==> config.mk <==
export PLATFORM = sky130hd
export DESIGN_NAME = pipeline_mem_controller_flat
export DESIGN_NICKNAME = d
export VERILOG_FILES = /design/src/rtl/pipeline_mem_controller_pkg.sv /design/src/rtl/pipeline_mem_controller_if.sv /design/src/rtl/pipeline_mem_controller_hazard_detect.sv /design/src/rtl/pipeline_mem_controller.sv /design/src/flat_wrapper.sv
export SDC_FILE = /design/constraint.sdc
export NUM_CORES = 1
export LEC_CHECK = 0
export ABC_AREA = 0
export CAP_MARGIN = 20
export CORE_AREA = 2 2 47 66
export DETAILED_ROUTE_END_ITERATION = 6
export DIE_AREA = 0 0 49 68
export PLACE_DENSITY_LB_ADDON = 0.05
export SYNTH_ARGS = -nofsm -noshare
export SYNTH_HDL_FRONTEND = slang
export SYNTH_SLANG_ARGS = --single-unit
export TNS_END_PERCENT = 1
==> constraint.sdc <==
create_clock -name clk -period 3.1 [get_ports clk]
set_input_delay 0.775 -clock clk [delete_from_list [all_inputs] [get_ports clk]]
set_output_delay 0.775 -clock clk [all_outputs]
set_load 0.05 [all_outputs]
==> src/rtl/pipeline_mem_controller_pkg.sv <==
// Shared types for the pipeline memory-port controller: FSM state encoding and register-index width.
// No logic and no timing of its own.
package pipeline_ctrl_pkg;

   localparam int REG_W = 5;

   typedef logic [REG_W-1:0] reg_idx_t;

   typedef enum logic {
      FETCH = 1'b0,
      DATA  = 1'b1
   } state_t;

endpackage

==> src/rtl/pipeline_mem_controller_if.sv <==
// Pipeline-to-controller bundle: hazard inputs, memory handshake, register enables/flushes, stall count.
// The master side is the pipeline; the slave side is the controller.
interface pipeline_mem_controller_if #(parameter int CNT_W = 16);

   pipeline_ctrl_pkg::reg_idx_t id_rs1;
   pipeline_ctrl_pkg::reg_idx_t id_rs2;
   pipeline_ctrl_pkg::reg_idx_t ex_rd;
   logic             ex_mem_read;
   logic             ex_branch_taken;
   logic             mem_req;
   logic             mem_ready;
   logic             mem_sel;
   logic             pc_en;
   logic             if_id_en;
   logic             id_ex_en;
   logic             ex_mem_en;
   logic             mem_wb_en;
   logic             if_id_flush;
   logic             id_ex_flush;
   logic [CNT_W-1:0] stall_cnt;

   modport master (
      output id_rs1, id_rs2, ex_rd, ex_mem_read, ex_branch_taken, mem_req, mem_ready,
      input  mem_sel, pc_en, if_id_en, id_ex_en, ex_mem_en, mem_wb_en,
             if_id_flush, id_ex_flush, stall_cnt
   );

   modport slave (
      input  id_rs1, id_rs2, ex_rd, ex_mem_read, ex_branch_taken, mem_req, mem_ready,
      output mem_sel, pc_en, if_id_en, id_ex_en, ex_mem_en, mem_wb_en,
             if_id_flush, id_ex_flush, stall_cnt
   );

endinterface

==> src/rtl/pipeline_mem_controller_hazard_detect.sv <==
// Load-use detector: a load in ID/EX whose destination feeds either source of the IF/ID instruction.
// Purely combinational, zero latency; r0 never creates a hazard.
module hazard_detect
   import pipeline_ctrl_pkg::*;
(
   input  reg_idx_t id_rs1,
   input  reg_idx_t id_rs2,
   input  reg_idx_t ex_rd,
   input  logic     ex_mem_read,
   output logic     load_use
);

   assign load_use = ex_mem_read && (ex_rd != '0) &&
                     ((ex_rd == id_rs1) || (ex_rd == id_rs2));

endmodule

==> src/rtl/pipeline_mem_controller.sv <==
// Arbitrates one shared memory port between fetch and data access and steers pipeline enables/flushes.
// Enables respond combinationally; mem_ready=0 freezes every pipeline register until the access completes.
module pipeline_mem_controller
   import pipeline_ctrl_pkg::*;
#(
   parameter int CNT_W = 16
)
(
   input logic                     clk,
   input logic                     rst,
   pipeline_mem_controller_if.slave bus
);

   state_t           state;
   logic             load_use;
   logic [CNT_W-1:0] stall_cnt;
   logic             pc_en;
   logic             if_id_en;
   logic             id_ex_en;
   logic             ex_mem_en;
   logic             mem_wb_en;
   logic             if_id_flush;
   logic             id_ex_flush;

   hazard_detect u_hazard (
      .id_rs1      (bus.id_rs1),
      .id_rs2      (bus.id_rs2),
      .ex_rd       (bus.ex_rd),
      .ex_mem_read (bus.ex_mem_read),
      .load_use    (load_use)
   );

   always_ff @(posedge clk) begin
      if (rst) begin
         state     <= FETCH;
         stall_cnt <= '0;
      end else begin
         if (state == FETCH) begin
            if (bus.mem_req) state <= DATA;
         end else begin
            if (bus.mem_ready) state <= FETCH;
         end
         if (!pc_en && (stall_cnt != {CNT_W{1'b1}})) stall_cnt <= stall_cnt + 1'b1;
      end
   end

   always_comb begin
      pc_en       = 1'b0;
      if_id_en    = 1'b0;
      id_ex_en    = 1'b0;
      ex_mem_en   = 1'b0;
      mem_wb_en   = 1'b0;
      if_id_flush = 1'b0;
      id_ex_flush = 1'b0;
      if (!rst) begin
         if (state == DATA) begin
            // Completing data access: the discarded fetch leaves a bubble in IF/ID.
            if (bus.mem_ready) begin
               pc_en       = bus.ex_branch_taken;
               if_id_en    = 1'b1;
               if_id_flush = 1'b1;
               id_ex_en    = 1'b1;
               id_ex_flush = bus.ex_branch_taken;
               ex_mem_en   = 1'b1;
               mem_wb_en   = 1'b1;
            end
         end else if (!bus.mem_req && bus.mem_ready) begin
            id_ex_en  = 1'b1;
            ex_mem_en = 1'b1;
            mem_wb_en = 1'b1;
            if (bus.ex_branch_taken) begin
               pc_en       = 1'b1;
               if_id_en    = 1'b1;
               if_id_flush = 1'b1;
               id_ex_flush = 1'b1;
            end else if (load_use) begin
               id_ex_flush = 1'b1;
            end else begin
               pc_en    = 1'b1;
               if_id_en = 1'b1;
            end
         end
      end
   end

   assign bus.mem_sel     = (state == DATA) && !rst;
   assign bus.pc_en       = pc_en;
   assign bus.if_id_en    = if_id_en;
   assign bus.id_ex_en    = id_ex_en;
   assign bus.ex_mem_en   = ex_mem_en;
   assign bus.mem_wb_en   = mem_wb_en;
   assign bus.if_id_flush = if_id_flush;
   assign bus.id_ex_flush = id_ex_flush;
   assign bus.stall_cnt   = stall_cnt;

endmodule

==> src/flat_wrapper.sv <==
// flat-port wrapper written by rule: the top's interface ports become plain ports
module pipeline_mem_controller_flat import pipeline_ctrl_pkg::*;
#(
   parameter int CNT_W = 16
)
  (clk, rst, bus_id_rs1, bus_id_rs2, bus_ex_rd, bus_ex_mem_read, bus_ex_branch_taken, bus_mem_req, bus_mem_ready, bus_mem_sel, bus_pc_en, bus_if_id_en, bus_id_ex_en, bus_ex_mem_en, bus_mem_wb_en, bus_if_id_flush, bus_id_ex_flush, bus_stall_cnt);
  pipeline_mem_controller_if #(.CNT_W(CNT_W)) bus_i ();
  input logic clk;
  input logic rst;
  input wire logic [$bits(bus_i.id_rs1)-1:0] bus_id_rs1;
  input wire logic [$bits(bus_i.id_rs2)-1:0] bus_id_rs2;
  input wire logic [$bits(bus_i.ex_rd)-1:0] bus_ex_rd;
  input wire logic [$bits(bus_i.ex_mem_read)-1:0] bus_ex_mem_read;
  input wire logic [$bits(bus_i.ex_branch_taken)-1:0] bus_ex_branch_taken;
  input wire logic [$bits(bus_i.mem_req)-1:0] bus_mem_req;
  input wire logic [$bits(bus_i.mem_ready)-1:0] bus_mem_ready;
  output wire logic [$bits(bus_i.mem_sel)-1:0] bus_mem_sel;
  output wire logic [$bits(bus_i.pc_en)-1:0] bus_pc_en;
  output wire logic [$bits(bus_i.if_id_en)-1:0] bus_if_id_en;
  output wire logic [$bits(bus_i.id_ex_en)-1:0] bus_id_ex_en;
  output wire logic [$bits(bus_i.ex_mem_en)-1:0] bus_ex_mem_en;
  output wire logic [$bits(bus_i.mem_wb_en)-1:0] bus_mem_wb_en;
  output wire logic [$bits(bus_i.if_id_flush)-1:0] bus_if_id_flush;
  output wire logic [$bits(bus_i.id_ex_flush)-1:0] bus_id_ex_flush;
  output wire logic [$bits(bus_i.stall_cnt)-1:0] bus_stall_cnt;
  assign bus_i.id_rs1 = bus_id_rs1;
  assign bus_i.id_rs2 = bus_id_rs2;
  assign bus_i.ex_rd = bus_ex_rd;
  assign bus_i.ex_mem_read = bus_ex_mem_read;
  assign bus_i.ex_branch_taken = bus_ex_branch_taken;
  assign bus_i.mem_req = bus_mem_req;
  assign bus_i.mem_ready = bus_mem_ready;
  assign bus_mem_sel = bus_i.mem_sel;
  assign bus_pc_en = bus_i.pc_en;
  assign bus_if_id_en = bus_i.if_id_en;
  assign bus_id_ex_en = bus_i.id_ex_en;
  assign bus_ex_mem_en = bus_i.ex_mem_en;
  assign bus_mem_wb_en = bus_i.mem_wb_en;
  assign bus_if_id_flush = bus_i.if_id_flush;
  assign bus_id_ex_flush = bus_i.id_ex_flush;
  assign bus_stall_cnt = bus_i.stall_cnt;
  pipeline_mem_controller #(.CNT_W(CNT_W)) u_core (.clk(clk), .rst(rst), .bus(bus_i));
endmodule
==> key figures <==
Drt
  • Vias/cell: 5.22
  • DR iter-0 viols: 26
  • Routed via count: 1159
  • Post-DRT Antenna Nets: 0
  • Final WL: 2910 um
  • # DRC: 0
  • Pre-Repair DR Iteration Count: 4
  • Routed WL per cell: 13.1 um

GRT
  • Number of global-route vias before repair: 1107
  • Total track usage: 19.1%
  • Total gr overflow: 0
  • Initial antenna violation count: 0
  • Global-route wire length before repair: 4940 um
  • Largest net degree at the start of global routing: 19

Critical path
  • CP Cell Sequence: clkdlybuf4s50_1, xor2_1, nor3_2, a22oi_2, nor3_2, o21a_1, buf_12
  • CP endpoint kind: output port
  • Worst endpoint required time: 2320 ps
  • Worst R2R Setup Slack: 1010 ps
  • FF-to-FF path depth: 7
  • Crit-path max FO: 4
  • Reg-to-reg endpoint: u_core.bus.stall_cnt[15]
  • Crit-path slowest cell: clkdlybuf4s50_1
  • Setup CP Type: in2out
  • Critical path startpoint category: input pin
  • Max incr delay on CP: 480 ps
  • Worst r2r src: u_core.bus.stall_cnt[0]
  • WP buf/inv: 2
  • Worst EP arrival: 2220 ps
  • Crit-path most repeated cell: nor3_2
  • Crit path max-delay family: buffers and inverters

STA
  • Clk_skew: 3.11 ps
  • Final Setup Violations: 0
  • Relative slew slack: 65.8%
  • Slew Viols, Final: 0
  • Worst setup margin: 109 ps
  • TNS Setup: 0 ps
  • Post-route minimum period: 2990 ps
  • RSZ-0062 raised after global routing: no
  • Fin crit share: 96.5%
  • Hold slack: 508 ps
  • Slew at the pin closest to its max-slew limit: 512 ps
  • Peak Freq: 0.334 GHz
  • Final count of hold timing violations: 0

Logic synthesis
  • Mean Syn Cell Area: 7.90 sq um
  • #FFs+latches synth: 17
  • Synth Warn #: 0
  • Synthesized Nets: 155
  • Post-synthesis cell count: 133
  • Register area share after synthesis: 32.4%
  • Fraction of registers with async set or reset after synthesis: 0%
  • Post-synth EDFFs: 0
  • Count of cell types in the netlist: 34
  • Ys flop type: dfxtp_1
  • Cell Area, Synth: 1050 sq um

Layout
  • # fillers: 258
  • Core Util, Final: 62.3%
  • N_diodes: 0
  • Layout cell share with drive strength beyond 1: 18.4%
  • Area grow syn2layout: 65.5%
  • # nets final: 208

Min path
  • Hold depth: 2
  • Hold Path Sink: u_core.bus.stall_cnt[10]
  • Hold WC Path Type: reg2reg
  • Min-delay src: u_core.bus.stall_cnt[10]

Floorplan
  • Initial Util: 37.7%
  • Core area: 2790 sq um
  • Core Rows: 23
  • I/O pin total: 45
  • Die area: 3330 sq um
  • Die X-Extent: 49 um
  • Die span in y: 68 um

Clocking
  • CTS tree: done
  • Inserted Clock Buffers: 3
  • Clock transition at the registers of the reported paths: 70 ps
  • Clk sinks: 17
  • H-Tree Level Count: 1
  • Hold_buf cts: 0
  • Root buf cell: clkbuf_8
  • Clk_lat worst skew: 260 ps
  • Clock tree buffer depth: 2
  • Post-CTS setup buffers: 0

Run
  • Number of max-cap violations: 0

Place
  • Detail Placement HPWL: 2290 um
  • RD Place Congestion: 0.786
  • Setup WS pre-CTS: -138 ps
  • I/O Buffers: 44

Power and ir drop
  • Worst VDD drop: 0.278 mV
  • Pwr dens: 324 nW/um^2
  • P_leak: 0.000633 uW

Outcome
  • Status: completed
[stage by stage]
step / instance area (sq um) / power [uW] / std cells
floorplan: 1050 / 316 / 133
detailed placement: 1660 / 397 / 218
CTS: 1740 / 567 / 222
finish: 1740 / 563 / 222
global placement: 1660 / 394 / 218
global route: 1740 / 585 / 222
[cells by family after synthesis]
group	count (synthesis)	synth area share, %
adder cells (fa/ha/maj)	1	1.19
multiplexers	1	0.952
XOR/XNOR	11	9.17
AND/OR/NAND/NOR	56	29.6
buffers and inverters	10	6.43
flip-flops	17	32.4
AO/OA/AOI/OAI	37	20.2
[cell usage after synthesis, drive strengths merged (2+ instances only)]
cell	count	share of area, %
nor2	7	2.5
a21oi	16	8.0
and2	2	1.2
nand4	6	3.6
nand3	6	2.9
nand2b	2	1.2
nand2	8	2.9
or3	13	7.7
and3	3	1.8
inv	3	1.1
dfxtp	17	32
nor3	3	1.4
o21ai	14	6.7
or4	2	1.4
xor2	11	9.2
buf	6	5.0
[routing by layer]
metal | share of wire, % | vias to the layer above | global-route usage [%]
li1 | - | 590 | -
met1 | 41 | 526 | 20.2
met2 | 52 | 38 | 37.0
met3 | 4.7 | 5 | 3.49
met4 | 1.8 | 0 | 8.57
met5 | 0 | - | 0
[final cells by class]
class / count / area [sq um] / area share, %
timing repair buffer: 55 / 613 / 35.3
inverter: 3 / 11.3 / 0.647
tap: 37 / 46.3 / 2.66
sequential: 17 / 340 / 19.6
multi-input combinational: 106 / 682 / 39.2
clock inverter: 1 / 5.00 / 0.288
clock buffer: 3 / 41.3 / 2.37
[report_power, final]
part	switching (uW)	internal (uW)
combinational	83.1	79.4
clock	79.9	89.4
sequential	7.44	224
[sequential cells by signal, summed over array words and instances, names as in the netlist]
| register | count |
|---|---|
| u_core.bus.stall_cnt | 16 |
| u_core.state | 1 |
[placed cells by master (no fill, tap or decap), drive strengths merged]
master         Yosys  routed
a21oi             16      16
a22oi              1       1
and2               2       2
and3               3       3
and4               1       1
buf                6      19
clkbuf             1       3
clkdlybuf4s50      0      31
clkinv             0       1
dfxtp             17      17
dlygate4sd2        0       4
dlymetal6s2s       0       1
ha                 1       1
inv                3       3
mux2i              1       1
nand2              8       8
nand2b             2       2
nand3              6       6
nand4              6       6
nor2               7       7
nor3               3       3
nor4               1       1
o21a               1       1
o21ai             14      14
o21bai             1       1
o22a               1       1
o311a              1       1
o31a               1       1
o31ai              1       1
or2                1       1
or2b               1       1
or3               13      13
or4                2       2
xor2              11      11
[how the worst max path moves through the flow]
stage / from / endpoint / cells after the start
CTS: bus_ex_rd[1] / bus_id_ex_flush / 7
floorplan: rst / bus_pc_en / 4
finish: bus_id_rs2[4] / bus_id_ex_flush / 7
detailed placement: bus_ex_rd[3] / bus_id_ex_flush / 8
global placement: bus_ex_rd[3] / bus_id_ex_flush / 6
global route: bus_id_rs2[4] / bus_id_ex_flush / 7
[timing repair]
| item | in CTS | in global routing |
|---|---|---|
| gates resized for setup | 11 | 1 |
| pin swaps | 5 | 0 |
| endpoints found under the setup margin | 3 | 3 |
[worst min-delay path: stages, from the launching register on]
cell and delay (ps):
dfxtp_1 330, o21ai_0 80, a21oi_1 60
(Power assumes the default switching activity.)
